--- config.mk ---
export PLATFORM = sky130hd
export DESIGN_NAME = fetch_unit
export DESIGN_NICKNAME = d
export VERILOG_FILES = /design/src/rtl/mips_pkg.sv /design/src/rtl/fetch_unit_ifid.sv /design/src/rtl/fetch_unit.sv
export SDC_FILE = /design/constraint.sdc
export NUM_CORES = 1
export LEC_CHECK = 0
export CORE_AREA = 10 10 116 118
export CTS_CLUSTER_SIZE = 14
export DETAILED_ROUTE_END_ITERATION = 12
export DIE_AREA = 0 0 126 128
export GPL_ROUTABILITY_DRIVEN = 0
export PLACE_DENSITY = 0.74
export SKIP_CTS_REPAIR_TIMING = 1
export SYNTH_ARGS = -nofsm -noshare
export SYNTH_HDL_FRONTEND = slang
export SYNTH_HIERARCHICAL = 1
export SYNTH_SLANG_ARGS = --single-unit
--- constraint.sdc ---
create_clock -name Clk -period 3.6 [get_ports Clk]
set_clock_uncertainty 0.1 [all_clocks]
set_input_delay 0.9 -clock Clk [delete_from_list [all_inputs] [get_ports Clk]]
set_output_delay 0.9 -clock Clk [all_outputs]
set_load 0.03 [all_outputs]
--- src/rtl/mips_pkg.sv ---
// Shared fetch-stage types: FSM encoding, PC increment, widths.
// ALIGN_CHECK_EN adds the HALT state used on misaligned redirects.
package mips_pkg;

    localparam int ADDR_W_DEF  = 32;
    localparam int DATA_W_DEF  = 32;
    localparam int PC_INC_DEF  = 4;
    localparam int INSTR_BYTES = 4;

    typedef enum logic [2:0] {
        ST_IDLE  = 3'd0,
        ST_FETCH = 3'd1,
        ST_HOLD  = 3'd2,
`ifdef ALIGN_CHECK_EN
        ST_FLUSH = 3'd3,
        ST_HALT  = 3'd4
`else
        ST_FLUSH = 3'd3
`endif
    } fetch_state_t;

    // A word fetch needs the two low address bits clear.
    function automatic logic misaligned(input logic [1:0] lsb);
        return lsb != 2'b00;
    endfunction

endpackage

--- src/rtl/fetch_unit_ifid.sv ---
// IF/ID holding register: instruction, its PC and a valid flag.
// Load captures a new word; clear drops only the valid flag.
module ifid_reg
    import mips_pkg::*;
#(
    parameter int ADDR_W = ADDR_W_DEF,
    parameter int DATA_W = DATA_W_DEF
) (
    input  logic              Clk,
    input  logic              Reset,
    input  logic              Load,
    input  logic              Clear,
    input  logic [DATA_W-1:0] Instr_D,
    input  logic [ADDR_W-1:0] Pc_D,
    output logic              Instr_Valid,
    output logic [DATA_W-1:0] Instr,
    output logic [ADDR_W-1:0] Instr_PC
);

    // Register the fetched word; load wins over clear.
    always_ff @(posedge Clk) begin
        if (Reset) begin
            Instr_Valid <= 1'b0;
            Instr       <= '0;
            Instr_PC    <= '0;
        end else if (Load) begin
            Instr_Valid <= 1'b1;
            Instr       <= Instr_D;
            Instr_PC    <= Pc_D;
        end else if (Clear) begin
            Instr_Valid <= 1'b0;
        end
    end

endmodule

--- src/rtl/fetch_unit.sv ---
// Instruction fetch stage: memory req/ack, next-PC mux, IF/ID handoff.
// Define ALIGN_CHECK_EN to halt with Fault on misaligned redirects.
module fetch_unit
    import mips_pkg::*;
#(
    parameter int ADDR_W = ADDR_W_DEF,
    parameter int DATA_W = DATA_W_DEF,
    parameter int PC_INC = PC_INC_DEF
) (
    input  logic              Clk,
    input  logic              Reset,
    input  logic [ADDR_W-1:0] PC_In,
    output logic              PC_LdEn,
    output logic [ADDR_W-1:0] NextPC,
    output logic              IMem_Req,
    output logic [ADDR_W-1:0] IMem_Addr,
    input  logic              IMem_Ack,
    input  logic [DATA_W-1:0] IMem_Rdata,
    input  logic              Redirect,
    input  logic [ADDR_W-1:0] RedirectAddr,
    output logic              Instr_Valid,
    output logic [DATA_W-1:0] Instr,
    output logic [ADDR_W-1:0] Instr_PC,
    input  logic              Decode_Ready,
    output logic              Fault
);

    fetch_state_t state_q;
    fetch_state_t state_d;
    logic         ifid_load;
    logic         ifid_clear;
    logic [ADDR_W-1:0] seq_pc;

    assign seq_pc    = PC_In + ADDR_W'(PC_INC);
    assign IMem_Addr = PC_In;

`ifdef ALIGN_CHECK_EN
    logic bad_redirect;
    logic fault_q;

    assign bad_redirect = Redirect
                        && misaligned(RedirectAddr[1:0]);
`endif

    // State register.
    always_ff @(posedge Clk) begin
        if (Reset) begin
            state_q <= ST_IDLE;
        end else begin
            state_q <= state_d;
        end
    end

    // Next state, memory request and PC load selection.
    always_comb begin
        state_d    = state_q;
        PC_LdEn    = 1'b0;
        NextPC     = seq_pc;
        IMem_Req   = 1'b0;
        ifid_load  = 1'b0;
        ifid_clear = 1'b0;
        unique case (state_q)
            ST_IDLE: begin
                state_d = ST_FETCH;
            end
            ST_FETCH: begin
                IMem_Req = 1'b1;
                if (Redirect) begin
                    PC_LdEn = 1'b1;
                    NextPC  = RedirectAddr;
                    if (!IMem_Ack) begin
                        state_d = ST_FLUSH;
                    end
                end else if (IMem_Ack) begin
                    PC_LdEn   = 1'b1;
                    ifid_load = 1'b1;
                    state_d   = ST_HOLD;
                end
            end
            ST_HOLD: begin
                if (Redirect) begin
                    PC_LdEn    = 1'b1;
                    NextPC     = RedirectAddr;
                    ifid_clear = 1'b1;
                    state_d    = ST_FETCH;
                end else if (Decode_Ready) begin
                    ifid_clear = 1'b1;
                    state_d    = ST_FETCH;
                end
            end
            ST_FLUSH: begin
                IMem_Req = 1'b1;
                if (Redirect) begin
                    PC_LdEn = 1'b1;
                    NextPC  = RedirectAddr;
                end
                if (IMem_Ack) begin
                    state_d = ST_FETCH;
                end
            end
`ifdef ALIGN_CHECK_EN
            ST_HALT: begin
                ifid_clear = 1'b1;
            end
`endif
            default: begin
                state_d = ST_IDLE;
            end
        endcase
`ifdef ALIGN_CHECK_EN
        if (bad_redirect && state_q != ST_IDLE
                && state_q != ST_HALT) begin
            PC_LdEn    = 1'b0;
            NextPC     = seq_pc;
            ifid_load  = 1'b0;
            ifid_clear = 1'b1;
            state_d    = ST_HALT;
        end
`endif
    end

`ifdef ALIGN_CHECK_EN
    // Sticky fault flag; only Reset clears it.
    always_ff @(posedge Clk) begin
        if (Reset) begin
            fault_q <= 1'b0;
        end else if (bad_redirect && state_q != ST_IDLE
                     && state_q != ST_HALT) begin
            fault_q <= 1'b1;
        end
    end

    assign Fault = fault_q;
`else
    assign Fault = 1'b0;
`endif

    ifid_reg #(
        .ADDR_W (ADDR_W),
        .DATA_W (DATA_W)
    ) u_ifid (
        .Clk         (Clk),
        .Reset       (Reset),
        .Load        (ifid_load),
        .Clear       (ifid_clear),
        .Instr_D     (IMem_Rdata),
        .Pc_D        (PC_In),
        .Instr_Valid (Instr_Valid),
        .Instr       (Instr),
        .Instr_PC    (Instr_PC)
    );

endmodule

==> impl_metrics.json <==
{
  "worst_slew_pin_slew_ns": 0.6182,
  "setup_viol": 9,
  "cap_violations": 0,
  "r2r_start": "state_q[1]",
  "port_buffers": 231,
  "coreArea_um2": 11220,
  "fmax_mhz": 270.4,
  "regToRegEndpoint": "u_ifid/Instr[26]",
  "synthXorXnorAreaFrac": 0.02837,
  "fin_util": 0.6181,
  "p_leak_nw": 2.682,
  "layout_commonest_cell": "clkdlybuf4s50_1",
  "max-vdd-ir-drop_mv": 0.3296,
  "syn_nets": 539,
  "required_ns": 2.60,
  "period_minus_slack_ns": 3.699,
  "cts_buffer_depth": 2,
  "hold-path-endpoint": "u_ifid/Instr_Valid",
  "synth_top_family_by_area": "simple AND/OR/NAND/NOR gates",
  "synth_seq_cells": 67,
  "crit_path_end_kind": "output pin",
  "tritoncts": "yes",
  "mostFrequentLayoutCells": "clkdlybuf4s50_1 (177), nor2_1 (86), buf_4 (79), dfxtp_1 (67), mux2i_1 (64)",
  "slew_headroom": 0.5879,
  "die-area_um2": 16130,
  "firstDrtPassIters": 4,
  "gr-usage-all-layers": 0.1704,
  "synthSimpleGateAreaFrac": 0.2229,
  "grt_pass1_vias": 4085,
  "layout-drive-gt1-share": 0.2420,
  "post-route-period-util": 1.027,
  "start_kind": "primary input",
  "violations": "setup timing",
  "seq_area_frac_synth": 0.3620,
  "nNetsFinal": 787,
  "syn2layout_area_growth_pct": 87.23,
  "antenna_cells": 0,
  "whs_path_depth": 2,
  "drcViolationCount": 0,
  "synth-compound-area-share": 0.08342,
  "die_w_um": 126,
  "critPathKind": "in -> out",
  "detailed_place_hpwl_mm": 12.25,
  "antenna_found_initial": 0,
  "row_count": 39,
  "cts_sinks": 67,
  "path_clk_slew_ns": 0.05,
  "worstSkewPairLatency_ns": 0.32,
  "drt_iter0_markers": 220,
  "r2r_cells": 6,
  "detail_route.wl_per_cell_um": 18.41,
  "root_buffer": "clkbuf_16",
  "min_from": "u_ifid/Instr_Valid",
  "die_h_um": 128,
  "grt-ovfl-total": 0,
  "numCtsBuffers": 9,
  "start_util": 0.3301,
  "grt_pass1_wl_mm": 22.56,
  "arrival_ns": 2.70,
  "drv_slew": 0,
  "worstHoldPathType": "reg -> reg",
  "synth_cell_types": 39,
  "num_vias": 4023,
  "viasPerCell": 4.830,
  "htreeDepth": 3,
  "synth.avg_cell_area_um2": 8.478,
  "yosys_warnings": 6,
  "finalWirelength_mm": 15.34,
  "grt_max_degree": 36,
  "status": "complete, but fails checks",
  "setup_tns_ns": -0.4942,
  "synthAdderAreaFrac": 0.003377,
  "finalHoldViolCount": 0,
  "power_density_nw_per_um2": 359.1,
  "rrSetupSlack_ns": 1.65,
  "cp_max_fo": 5,
  "ios": 233,
  "rsz0062_at_grt": "yes",
  "postSynthCellCount": 437,
  "drtAntennaViolNets": 0,
  "synth.area.mux_share": 0.1729,
  "setup_slack_ns": -0.09885,
  "syn_area_um2": 3705
}
## stage by stage
stage	total power, W	hold slack, ns	instances	worst slack, ns	instance area [µm²]
CTS	0.002499	0.3820	826	-0.7134	6673
global placement	0.001488	0.3614	810	-0.7031	6331
detailed placement	0.001498	0.3706	810	-0.7132	6331
global route	0.002593	0.4027	833	-0.1650	6937
floorplan	0.001158	0.4026	437	-0.02298	3862
finish	0.002491	0.3758	833	-0.09885	6937
## metal layers
layer  vias up  routed length, µm  global-route usage
li1       1983                  -                   -
met1      1874               5990              0.1863
met2       149               7868              0.3011
met3        17               1251             0.05749
met4         0                227             0.05961
met5         -                  0                   0
## synthesized netlist by cell type
cell      count  area, µm²
o31ai_1       7      52.55
o21a_1        1      7.510
dfxtp_1      67       1341
o21ai_1       1      5.000
or4_1        11      82.58
or4b_2        1      10.01
conb_1        1      3.750
buf_12        5      100.1
o41ai_1       1      8.760
o211ai_1      1      7.510
nand2_1      28      105.1
inv_2         1      3.750
or3_1         8      50.05
and4_1        1      8.760
buf_1         3      11.26
o22a_1        1      8.760
nor3b_1       2      15.01
o21ai_0      21      105.1
clkbuf_1     13      48.80
nand4_4       1      21.27
mux2i_1      64      640.6
ha_1          1      12.51
inv_1         3      11.26
nand3_1      15      75.07
nor2_1       86      322.8
a31oi_1      15      93.84
xnor2_1       9      78.83
nand2b_1      1      6.260
nand4_1       5      31.28
nor3_1        2      10.01
a21oi_1       4      20.02
buf_2         5      25.02
and3_1        5      31.28
nor4_1        3      18.77
buf_6         1      11.26
xor2_1        3      26.28
and2_1        2      12.51
buf_4        34      255.2
nor2b_1       4      25.02
## area by class of cell
| class | instances | area (µm²) |
|---|---|---|
| timing repair buffer | 298 | 2867 |
| tap | 143 | 178.9 |
| multi-input combinational | 305 | 2193 |
| fill | 959 | 4287 |
| inverter | 4 | 15.01 |
| sequential | 67 | 1341 |
| clock buffer | 9 | 225.2 |
| clock inverter | 7 | 116.4 |
## registers in the layout (all words and copies together) (netlist names)
name and count:
u_ifid/Instr 32, u_ifid/Instr_PC 32, state_q 2, u_ifid/Instr_Valid 1
## report_power, final
group | internal (W) | total, W | switching, W
Combinational | 0.000339 | 0.000716 | 0.000378
Sequential | 0.000768 | 0.000784 | 0.0000164
Clock | 0.000674 | 0.000990 | 0.000316
Total | 0.00178 | 0.00249 | 0.000710
## worst max-delay path: stages
cell and delay, ns:
clkbuf_2 0.11, nand4_4 0.12, or4_4 0.56, buf_6 0.15, or4_4 0.49, a31oi_4 0.21
buf_6 0.15
## cell families (layout without fill, tap and decap cells)
group	Yosys count	count (layout)
mux	64	64
simple gates	175	175
buf+inv	65	318
flops	67	67
compound gates	52	52
xor+xnor	12	12
fa+ha+maj	1	1
other cells	1	1
## how the worst max path moves through the flow
stage | to | start | slack, ns
finish | NextPC[30] | PC_In[6] | -0.1
global route | NextPC[30] | PC_In[10] | -0.17
CTS | NextPC[26] | PC_In[2] | -0.71
detailed placement | NextPC[26] | PC_In[2] | -0.71
global placement | NextPC[26] | PC_In[2] | -0.70
floorplan | NextPC[26] | PC_In[2] | -0.02
No activity file was read; power rests on OpenSTA's default activity.
